File: config.mk
export PLATFORM = sky130hd
export DESIGN_NAME = alu_exec_unit_flat
export DESIGN_NICKNAME = d
export VERILOG_FILES = /design/src/rtl/alu_if.sv /design/src/rtl/alu_exec_unit.sv /design/src/flat_wrapper.sv
export SDC_FILE = /design/constraint.sdc
export NUM_CORES = 1
export LEC_CHECK = 0
export ABC_AREA = 1
export CAP_MARGIN = 30
export CORE_MARGIN = 1
export CORE_UTILIZATION = 60
export DETAILED_ROUTE_END_ITERATION = 8
export GPL_TIMING_DRIVEN = 0
export MAX_ROUTING_LAYER = met4
export PLACE_DENSITY = 0.8
export RECOVER_POWER = 50
export SLEW_MARGIN = 20
export SYNTH_ARGS = -nofsm -noshare
export SYNTH_HDL_FRONTEND = slang
export SYNTH_SLANG_ARGS = --single-unit
File: constraint.sdc
create_clock -name i_clk -period 8 [get_ports i_clk]
set_clock_uncertainty 0.2 [all_clocks]
set_input_delay 1.6 -clock i_clk [delete_from_list [all_inputs] [get_ports i_clk]]
set_output_delay 1.6 -clock i_clk [all_outputs]
set_load 0.005 [all_outputs]
File: src/rtl/alu_if.sv
// Operand/result channel between register-read and the ALU execute unit.
// Two valid/ready handshakes: operands in, result plus branch flags out.
interface alu_if #(
  parameter int WIDTH = 24
);
  logic             in_vld;
  logic             in_rdy;
  logic [3:0]       alu_ctl;
  logic [WIDTH-1:0] a;
  logic [WIDTH-1:0] b;
  logic             out_vld;
  logic             out_rdy;
  logic [WIDTH-1:0] result;
  logic             zero;
  logic             ovf;
  logic             bad_op;

  modport master (
    output in_vld, alu_ctl, a, b, out_rdy,
    input  in_rdy, out_vld, result, zero, ovf, bad_op
  );

  modport slave (
    input  in_vld, alu_ctl, a, b, out_rdy,
    output in_rdy, out_vld, result, zero, ovf, bad_op
  );
endinterface

File: src/rtl/alu_exec_unit.sv
// ALU execute stage: AND/OR/ADD/SUB/SLT in 1 cycle, MUL in WIDTH+1 cycles, SLL in shamt+1 cycles.
// One op in flight; in_rdy stays low until the result is taken, out_vld holds outputs under backpressure.
module alu_exec_unit #(
  parameter int WIDTH = 24,
  parameter int SHW   = 5
) (
  input logic  i_clk,
  input logic  i_rst_n,
  alu_if.slave io_alu
);

  localparam int CW = (SHW > $clog2(WIDTH + 1)) ? SHW : $clog2(WIDTH + 1);

  localparam logic [3:0] OP_AND = 4'b0000;
  localparam logic [3:0] OP_OR  = 4'b0001;
  localparam logic [3:0] OP_ADD = 4'b0010;
  localparam logic [3:0] OP_SUB = 4'b0110;
  localparam logic [3:0] OP_SLT = 4'b0111;
  localparam logic [3:0] OP_MUL = 4'b1000;
  localparam logic [3:0] OP_SLL = 4'b1001;

  typedef enum logic [1:0] {
    S_IDLE,
    S_EXEC,
    S_DONE
  } state_t;

  state_t           r_state;
  logic             r_in_rdy;
  logic             r_out_vld;
  logic [WIDTH-1:0] r_result;
  logic             r_zero;
  logic             r_ovf;
  logic             r_bad_op;
  logic [3:0]       r_op;
  logic [CW-1:0]    r_cnt;
  logic [CW-1:0]    r_last;
  logic [WIDTH-1:0] r_sh;
  logic [WIDTH-1:0] r_mp;
  logic [WIDTH-1:0] r_acc;

  logic             w_accept;
  logic [SHW-1:0]   w_shamt;
  logic [WIDTH-1:0] w_sum;
  logic [WIDTH-1:0] w_diff;
  logic             w_add_ovf;
  logic             w_sub_ovf;
  logic             w_slt;
  logic [WIDTH-1:0] w_sc_res;
  logic             w_sc_ovf;
  logic             w_sc_bad;
  logic             w_multi;
  logic [WIDTH-1:0] w_mul_acc;
  logic [WIDTH-1:0] w_sh_next;
  logic [WIDTH-1:0] w_exec_res;
  logic             w_last;

  assign w_accept  = io_alu.in_vld & r_in_rdy;
  assign w_shamt   = io_alu.b[SHW-1:0];
  assign w_sum     = io_alu.a + io_alu.b;
  assign w_diff    = io_alu.a - io_alu.b;
  assign w_add_ovf = (io_alu.a[WIDTH-1] == io_alu.b[WIDTH-1]) && (w_sum[WIDTH-1] != io_alu.a[WIDTH-1]);
  assign w_sub_ovf = (io_alu.a[WIDTH-1] != io_alu.b[WIDTH-1]) && (w_diff[WIDTH-1] != io_alu.a[WIDTH-1]);
  assign w_slt     = $signed(io_alu.a) < $signed(io_alu.b);

  // Single-cycle results; a zero-distance SLL is just a pass-through of A.
  always_comb begin
    w_sc_res = '0;
    w_sc_ovf = 1'b0;
    w_sc_bad = 1'b0;
    w_multi  = 1'b0;
    case (io_alu.alu_ctl)
      OP_AND: w_sc_res = io_alu.a & io_alu.b;
      OP_OR:  w_sc_res = io_alu.a | io_alu.b;
      OP_ADD: begin
        w_sc_res = w_sum;
        w_sc_ovf = w_add_ovf;
      end
      OP_SUB: begin
        w_sc_res = w_diff;
        w_sc_ovf = w_sub_ovf;
      end
      OP_SLT: w_sc_res = {{(WIDTH-1){1'b0}}, w_slt};
      OP_MUL: w_multi = 1'b1;
      OP_SLL: begin
        w_sc_res = io_alu.a;
        w_multi  = (w_shamt != '0);
      end
      default: w_sc_bad = 1'b1;
    endcase
  end

  // r_sh is the left-shifting multiplicand for MUL and the shifted value for SLL.
  assign w_mul_acc  = r_acc + (r_mp[0] ? r_sh : '0);
  assign w_sh_next  = r_sh << 1;
  assign w_exec_res = (r_op == OP_MUL) ? w_mul_acc : w_sh_next;
  assign w_last     = (r_cnt == r_last);

  always_ff @(posedge i_clk) begin
    if (!i_rst_n) begin
      r_state   <= S_IDLE;
      r_in_rdy  <= 1'b1;
      r_out_vld <= 1'b0;
      r_result  <= '0;
      r_zero    <= 1'b1;
      r_ovf     <= 1'b0;
      r_bad_op  <= 1'b0;
      r_op      <= '0;
      r_cnt     <= '0;
      r_last    <= '0;
      r_sh      <= '0;
      r_mp      <= '0;
      r_acc     <= '0;
    end else begin
      case (r_state)
        S_IDLE: begin
          if (w_accept) begin
            r_in_rdy <= 1'b0;
            r_op     <= io_alu.alu_ctl;
            r_cnt    <= '0;
            if (w_multi) begin
              r_state <= S_EXEC;
              r_sh    <= io_alu.a;
              r_mp    <= io_alu.b;
              r_acc   <= '0;
              r_last  <= (io_alu.alu_ctl == OP_MUL) ? CW'(WIDTH - 1) : CW'(w_shamt) - CW'(1);
            end else begin
              r_state   <= S_DONE;
              r_out_vld <= 1'b1;
              r_result  <= w_sc_res;
              r_zero    <= (w_sc_res == '0);
              r_ovf     <= w_sc_ovf;
              r_bad_op  <= w_sc_bad;
            end
          end
        end
        S_EXEC: begin
          r_sh  <= w_sh_next;
          r_mp  <= r_mp >> 1;
          r_acc <= w_mul_acc;
          r_cnt <= r_cnt + CW'(1);
          if (w_last) begin
            r_state   <= S_DONE;
            r_out_vld <= 1'b1;
            r_result  <= w_exec_res;
            r_zero    <= (w_exec_res == '0);
            r_ovf     <= 1'b0;
            r_bad_op  <= 1'b0;
          end
        end
        S_DONE: begin
          if (io_alu.out_rdy) begin
            r_state   <= S_IDLE;
            r_out_vld <= 1'b0;
            r_in_rdy  <= 1'b1;
          end
        end
        default: r_state <= S_IDLE;
      endcase
    end
  end

  assign io_alu.in_rdy  = r_in_rdy;
  assign io_alu.out_vld = r_out_vld;
  assign io_alu.result  = r_result;
  assign io_alu.zero    = r_zero;
  assign io_alu.ovf     = r_ovf;
  assign io_alu.bad_op  = r_bad_op;

endmodule

File: src/flat_wrapper.sv
// flat-port wrapper written by rule: the top's interface ports become plain ports
module alu_exec_unit_flat 
#(
  parameter int WIDTH = 24,
  parameter int SHW   = 5
)
  (i_clk, i_rst_n, io_alu_in_vld, io_alu_alu_ctl, io_alu_a, io_alu_b, io_alu_out_rdy, io_alu_in_rdy, io_alu_out_vld, io_alu_result, io_alu_zero, io_alu_ovf, io_alu_bad_op);
  alu_if #(.WIDTH(WIDTH)) io_alu_i ();
  input logic i_clk;
  input logic i_rst_n;
  input wire logic [$bits(io_alu_i.in_vld)-1:0] io_alu_in_vld;
  input wire logic [$bits(io_alu_i.alu_ctl)-1:0] io_alu_alu_ctl;
  input wire logic [$bits(io_alu_i.a)-1:0] io_alu_a;
  input wire logic [$bits(io_alu_i.b)-1:0] io_alu_b;
  input wire logic [$bits(io_alu_i.out_rdy)-1:0] io_alu_out_rdy;
  output wire logic [$bits(io_alu_i.in_rdy)-1:0] io_alu_in_rdy;
  output wire logic [$bits(io_alu_i.out_vld)-1:0] io_alu_out_vld;
  output wire logic [$bits(io_alu_i.result)-1:0] io_alu_result;
  output wire logic [$bits(io_alu_i.zero)-1:0] io_alu_zero;
  output wire logic [$bits(io_alu_i.ovf)-1:0] io_alu_ovf;
  output wire logic [$bits(io_alu_i.bad_op)-1:0] io_alu_bad_op;
  assign io_alu_i.in_vld = io_alu_in_vld;
  assign io_alu_i.alu_ctl = io_alu_alu_ctl;
  assign io_alu_i.a = io_alu_a;
  assign io_alu_i.b = io_alu_b;
  assign io_alu_i.out_rdy = io_alu_out_rdy;
  assign io_alu_in_rdy = io_alu_i.in_rdy;
  assign io_alu_out_vld = io_alu_i.out_vld;
  assign io_alu_result = io_alu_i.result;
  assign io_alu_zero = io_alu_i.zero;
  assign io_alu_ovf = io_alu_i.ovf;
  assign io_alu_bad_op = io_alu_i.bad_op;
  alu_exec_unit #(.WIDTH(WIDTH), .SHW(SHW)) u_core (.i_clk(i_clk), .i_rst_n(i_rst_n), .io_alu(io_alu_i));
endmodule
==> results by group, run 1 <==
GRT
  • Global-route wire length before repair: 72000 um
  • Gr usage total: 48.8%
  • Final global-route overflow total: 0
  • Largest net degree at the start of global routing: 17
  • Vias in the first global route: 13900
  • Initial antenna violation count: 1

Finish
  • Final Util: 70.8%
  • Most common cell after layout, fill and taps aside: nand2_1
  • Synthesis-to-finish area growth: 14.7%
  • Register area: 2340 sq um
  • Share of cells above drive strength 1: 6.13%
  • # fillers: 1650
  • Nets@finish: 2239
  • Final Non-Filler Cells: 2350
  • Most frequent cells in the layout: nand2_1, inv_1, nand3_1
  • Multi-input gate area: 7860 sq um
  • Design area: 13300 sq um

Yosys
  • #FFs+latches synth: 117
  • Post-synth cell types: 53
  • Post-Syn Instances: 1974
  • Syn nets: 2137
  • Async SR Flop Fraction: 0%
  • Mapped Avg Cell Area: 5.88 sq um
  • YS warnings: 0
  • Post-synthesis sequential area ratio: 20.2%
  • Synth Cell Area: 11600 sq um
  • Number of synthesized flops with an enable pin: 0
  • Primary FF master, synth: dfxtp_1

Power and ir drop
  • VDD IR-drop max: 0.164 mV
  • Cell Int Power: 1.30 mW
  • Seq pwr share: 31.9%
  • Pwr per Cell Area: 151 nW/um^2
  • Combinational share of power: 28.2%
  • Switching pwr: 0.714 mW
  • Clock power share: 39.8%
  • Switching share of power: 35.4%
  • Total power: 2.02 mW
  • Lkg Pwr: 6.77 nW

Detailed routing
  • Highest routed metal layer: met4
  • DR pass1 iterations: 7
  • Antenna viol nets, final: 0
  • DRT iter0 DRCs: 1685
  • WL met2: 20300 um
  • Post-Route WL: 46300 um
  • DR vias/cell: 6.16
  • Routed via count: 14500
  • Residual DRC count: 0
  • Wl on met1: 16900 um
  • Met3 WL: 5250 um
  • DR WL/cell: 19.7 um

Placed design
  • Setup WS pre-CTS: 2.92 ns
  • Gpl congestion: 1.05
  • IO Port Bufs: 83
  • Post-Place Cells: 2317
  • Dpl hpwl: 35700 um
  • Area after DPL: 12800 sq um

Worst setup path
  • Critical Path RT: 8.11 ns
  • CP max stage cell: dlygate4sd3_1
  • Worst path top cell family by delay: buffers and inverters
  • Crit path kind: in2reg
  • Crit Path Max Fanout: 10
  • Most numerous cell on the critical path: inv_1
  • Worst path max stage delay: 0.76 ns
  • Worst path cell trace: dlygate4sd3_1 > inv_1 > ha_1 > nand3_1 > nor2_1 > inv_1 > a21oi_1 > nor2_4 > nor2_1 > inv_1 > clkbuf_1 > clkbuf_1 > o221a_1
  • Worst Reg2Reg Path Length in Cells: 22
  • Levels on crit path: 13
  • Critical Path AT: 5.42 ns
  • Crit path capture type: flop
  • CP Launch Type: input port
  • Bufs and invs on worst path: 6

Timing
  • Slew Viols, Final: 0
  • Total negative slack: 0 ns
  • RSZ-0062 raised after global routing: false
  • Hold Slack: 0.266 ns
  • Final hold vios: 0
  • Slew margin rel.: 43.8%
  • Final Cycle Share: 66.5%
  • Tmin final: 5.32 ns
  • Least-Margin Pin Slew: 0.843 ns
  • Count of final setup violators: 0
  • Peak Freq: 188 MHz
  • Fin worst setup slack: 2.68 ns

Clocking
  • Clk sink count: 117
  • CTS Hold Bufs: 0
  • Clock-pin transition on the worst setup and hold timing paths: 0.06 ns
  • Later-pin clock latency in the skew report: 0.43 ns
  • Clock root buffer: clkbuf_16
  • Cts repair resizes: 0
  • CTS tree: built
  • CTS H-Tree Depth: 4
  • CTS Buffer Depth: 2
  • Postcts setup bufs: 0
  • TritonCTS buffer count: 17

Floorplan
  • Die footprint: 19900 sq um
  • Die outline height: 141 um
  • Io pins: 85
  • Core area: 18800 sq um
  • Initial Util: 61.7%
  • Die X: 141 um
  • Site row count: 50

Hold path
  • Depth of the worst hold-timing path: 2
  • HP Class: reg2reg

Run
  • MaxCap Viol Count: 0

Status
  • Run status: finished, final reports clean
==> final timing paths <==
| path | endpoint | start | slack (ns) |
|---|---|---|---|
| worst max register to register | u_core.io_alu.zero$_SDFFE_PN1P_ | u_core.r_mp[0]$_SDFFE_PN0P_ | 4.18 |
| worst min-delay path | u_core.io_alu.out_vld$_SDFFE_PN0P_ | u_core.io_alu.out_vld$_SDFFE_PN0P_ | 0.27 |
| worst min register to register | u_core.io_alu.out_vld$_SDFFE_PN0P_ | u_core.io_alu.out_vld$_SDFFE_PN0P_ | 0.27 |
| worst max-delay path | u_core.r_mp[23]$_SDFFE_PN0P_ | io_alu_b[1] | 2.68 |
==> synthesized netlist by cell type (4+ instances only) <==
master	n	area share, %
inv_2	20	0.65
nor2_2	8	0.43
nor3_1	11	0.47
nor2_1	165	5.3
o21ai_1	27	1.2
ha_1	104	11
a31oi_1	71	3.8
nand3_1	172	7.4
xnor2_1	4	0.30
o211ai_1	4	0.26
o22ai_1	20	1.1
buf_2	22	0.95
o21ai_0	92	4.0
nand4_1	23	1.2
buf_4	13	0.84
or2_2	12	0.65
nand2_2	10	0.54
o21bai_1	6	0.39
a21o_1	4	0.26
xor2_1	5	0.38
and2_1	5	0.27
nand2_1	606	20
inv_1	241	7.8
dfxtp_1	117	20
a21oi_2	6	0.45
nor2_4	5	0.48
clkbuf_1	37	1.2
a21oi_1	126	5.4
==> power by group through the flow <==
stage | Clock (mW) | Sequential [mW] | Combinational [mW]
finish | 0.803 | 0.644 | 0.569
global route | 0.822 | 0.644 | 0.616
CTS | 0.794 | 0.641 | 0.555
detailed placement | 0 | 0.652 | 0.546
global placement | 0 | 0.651 | 0.534
floorplan | 0 | 0.644 | 0.346
==> layer usage <==
layer / up-vias / track usage [%]
li1: 6651 / -
met1: 6470 / 55.4
met2: 1056 / 74.9
met3: 292 / 11.2
met4: 0 / 37.1
met5: - / -
==> flip-flops by register name (all words and copies together) (netlist names) <==
register,cells
u_core.io_alu.bad_op,1
u_core.io_alu.in_rdy,1
u_core.io_alu.out_vld,1
u_core.io_alu.ovf,1
u_core.io_alu.result,24
u_core.io_alu.zero,1
u_core.r_acc,24
u_core.r_cnt,5
u_core.r_last,5
u_core.r_mp,24
u_core.r_op,4
u_core.r_sh,24
u_core.r_state,2
==> cell type report <==
type	instances	share of cell area (%)
antenna	1	0.0188
buffer	77	2.77
clock buffer	20	3.35
clock inverter	12	1.15
inverter	264	7.46
multi-input combinational	1516	59.0
sequential	117	17.6
tap	260	2.44
timing repair buffer	83	6.23
==> cells by family (layout without fill, tap and decap cells) <==
family          after synthesis  count (layout)  share of synthesized area [%]
flops                       117             117                           20.2
xor+xnor                      9               9                          0.679
fa+ha+maj                   107             107                           11.7
other cells                   0               1                              0
compound gates              372             372                           18.2
simple gates               1028            1028                           37.4
buf+inv                     341             456                           11.8
==> worst register-to-register path, stage by stage (launching register included) <==
cell and delay, ns:
dfxtp_1 0.30, clkbuf_1 0.38, clkbuf_1 0.41, nand2_1 0.10, inv_1 0.08, ha_1 0.28, a21oi_1 0.23, nand2_1 0.20
nand2_1 0.13, nand2_1 0.14, nand2_1 0.12, nand3_1 0.13, nand2_1 0.11, nand2_1 0.06, nor2_1 0.10, nand2_1 0.07
nor2_1 0.13, nand3_1 0.08, nor2_1 0.14, nand3_1 0.10, nand2_1 0.10, nand2_1 0.08, nand2_1 0.10
Power figures use the tool's default switching activity.
==> run 2: changes to the inputs <==
- CORE_UTILIZATION: 60 -> 55
- PLACE_DENSITY: 0.8 -> 0.78
- clock period: 8 -> 4.87 ns (I/O delays scaled with it)
==> results by group, run 2 (synthesized netlist as in run 1, its figures left out) <==
Status
  • Run status: finished, final reports clean

GRT
  • Vias in the first global route: 12800 (-7.5%)
  • Gr usage total: 42.8% (-6.0 points)
  • Global-route wire length before repair: 69700 um (-3.2%)
  • Initial antenna violation count: 0 (-1)
  • Largest net degree at the start of global routing: 17 (unchanged)
  • Final global-route overflow total: 0 (unchanged)

Hold path
  • Hold path startpoint: u_core.io_alu.ovf$_SDFFE_PN0P_
  • Depth of the worst hold-timing path: 2 (unchanged)
  • Hold endpoint: u_core.io_alu.ovf$_SDFFE_PN0P_
  • HP Class: reg2reg

Worst setup path
  • R2R Setup Slk: 1.19 ns (-2.99 ns)
  • R2R Path Start: u_core.r_mp[0]$_SDFFE_PN0P_
  • R2R Path End: u_core.io_alu.zero$_SDFFE_PN1P_
  • Critical Path AT: 4.58 ns (-0.84 ns)
  • CP max stage cell: dlygate4sd3_1
  • Crit path capture type: flop
  • Bufs and invs on worst path: 6 (unchanged)
  • Most numerous cell on the critical path: inv_1
  • Worst path cell trace: dlygate4sd3_1 > inv_1 > ha_1 > nand3_1 > nor2_1 > inv_1 > a21oi_1 > nor2_4 > nor2_1 > inv_1 > clkbuf_1 > clkbuf_1 > o221a_1
  • Critical Path RT: 4.99 ns (-3.12 ns)
  • Crit Path Max Fanout: 10 (unchanged)
  • CP Launch Type: input port
  • Worst path top cell family by delay: buffers and inverters
  • Worst path max stage delay: 0.73 ns (-0.03 ns)
  • Worst Reg2Reg Path Length in Cells: 22 (unchanged)
  • Crit path kind: in2reg

Detailed routing
  • Antenna viol nets, final: 0 (unchanged)
  • Residual DRC count: 0 (unchanged)
  • DR pass1 iterations: 7 (unchanged)
  • DR vias/cell: 5.92 (-3.8%)
  • DR WL/cell: 19.1 um (-3.1%)
  • Post-Route WL: 45100 um (-2.7%)
  • Routed via count: 14000 (-3.4%)
  • DRT iter0 DRCs: 1671 (-0.83%)

Placed design
  • IO Port Bufs: 83 (unchanged)
  • Gpl congestion: 1.02 (-2.8%)
  • Area after DPL: 12800 sq um (about the same)
  • Dpl hpwl: 36100 um (+1.0%)
  • Post-Place Cells: 2327 (+0.43%)

Floorplan
  • Die footprint: 21700 sq um (+9.0%)
  • Core area: 20500 sq um (+8.8%)
  • Site row count: 52 (+4.0%)
  • Initial Util: 56.7% (-5.0 points)
  • Io pins: 85 (unchanged)
  • Die outline height: 147 um (+4.4%)
  • Die X: 147 um (+4.4%)

Power and ir drop
  • Switching share of power: 36.0% (+0.57 points)
  • VDD IR-drop max: 0.210 mV (+28%)
  • Pwr per Cell Area: 250 nW/um^2 (+65%)
  • Switching pwr: 1.20 mW (+68%)
  • Seq pwr share: 31.6% (-0.3 points)
  • Combinational share of power: 27.7% (-0.5 points)
  • Cell Int Power: 2.14 mW (+64%)
  • Clock power share: 40.6% (+0.8 points)
  • Lkg Pwr: 6.78 nW (about the same)
  • Total power: 3.34 mW (+66%)

Clocking
  • TritonCTS buffer count: 17 (unchanged)
  • CTS H-Tree Depth: 4 (unchanged)
  • Later-pin clock latency in the skew report: 0.43 ns (about the same)
  • Postcts setup bufs: 0 (unchanged)
  • CTS tree: built
  • Clk sink count: 117 (unchanged)
  • CTS Hold Bufs: 0 (unchanged)
  • CTS Buffer Depth: 2 (unchanged)
  • Clock root buffer: clkbuf_16
  • Cts repair resizes: 0 (unchanged)
  • Clock-pin transition on the worst setup and hold timing paths: 0.06 ns (about the same)

Finish
  • Design area: 13400 sq um (+0.24%)
  • Most common cell after layout, fill and taps aside: nand2_1
  • Nets@finish: 2239 (unchanged)
  • Synthesis-to-finish area growth: 15.0%
  • Ant. Diodes: 0 (-1)
  • Most frequent cells in the layout: nand2_1, inv_1, nand3_1
  • Share of cells above drive strength 1: 6.18% (+0.048 points)
  • Final Non-Filler Cells: 2359 (+0.38%)

Run
  • MaxCap Viol Count: 0 (unchanged)

Timing
  • Slew margin rel.: 47.1% (+3.3 points)
  • Peak Freq: 224 MHz
  • Tmin final: 4.46 ns
  • Total negative slack: 0 ns (unchanged)
  • Count of final setup violators: 0 (unchanged)
  • Least-Margin Pin Slew: 0.793 ns (-0.0502 ns)
  • Slew Viols, Final: 0 (unchanged)
  • Final Cycle Share: 91.6%
  • Hold Slack: 0.265 ns (-0.000281 ns)
  • Final hold vios: 0 (unchanged)
  • RSZ-0062 raised after global routing: false
## run 2: tightest hold or removal path, stage by stage (launching register included)
cell     delay, ns
dfxtp_1       0.31
nand2_1       0.06
a21oi_1       0.06
## run 2: final cells by class
class | instances | area (sq um)
multi-input cells | 1516 | 7860
inverters | 264 | 993
repair buffers | 83 | 831
flip-flops and latches | 117 | 2340
clock buffers | 17 | 425
plain buffers | 77 | 369
clock inverters | 15 | 196
well taps | 270 | 338
fillers | 2013 | 7140
## run 2: power groups by stage
stage / registers (mW) / logic (mW) / clock network [mW]
finish: 1.06 / 0.927 / 1.36
global route: 1.06 / 1.00 / 1.39
CTS: 1.05 / 0.911 / 1.34
detailed placement: 1.07 / 0.905 / 0
global placement: 1.07 / 0.893 / 0
floorplan: 1.06 / 0.568 / 0
## run 2: worst max path at each step
| stage | slack, ns | to | cells past startpoint | start |
|---|---|---|---|---|
| floorplan | 1.82 | u_core.io_alu.zero$_SDFFE_PN1P_ | 19 | io_alu_a[0] |
| global placement | 0.44 | u_core.io_alu.zero$_SDFFE_PN1P_ | 20 | io_alu_b[4] |
| detailed placement | 0.38 | u_core.io_alu.zero$_SDFFE_PN1P_ | 20 | io_alu_b[4] |
| CTS | 0.82 | u_core.io_alu.zero$_SDFFE_PN1P_ | 20 | io_alu_b[4] |
| global route | 0.32 | u_core.r_mp[23]$_SDFFE_PN0P_ | 13 | io_alu_b[0] |
| finish | 0.41 | u_core.r_mp[23]$_SDFFE_PN0P_ | 13 | io_alu_b[0] |
## run 2: metrics by stage
stage	utilization [%]	setup slack, ns
after floorplan	-	1.82
after global placement	62.4	0.444
after detailed placement	62.4	0.379
after CTS	65.4	0.815
after global routing	65.2	0.324
final	65.2	0.407
## run 2: layer usage
layer / wire (um) / vias to the layer above / GRT usage, % / share of wire [%]
li1: - / 6633 / - / -
met1: 18100 / 6290 / 53.5 / 40
met2: 19300 / 853 / 65.4 / 43
met3: 4430 / 201 / 5.90 / 9.8
met4: 3220 / 0 / 26.2 / 7.1
met5: 0 / - / - / 0
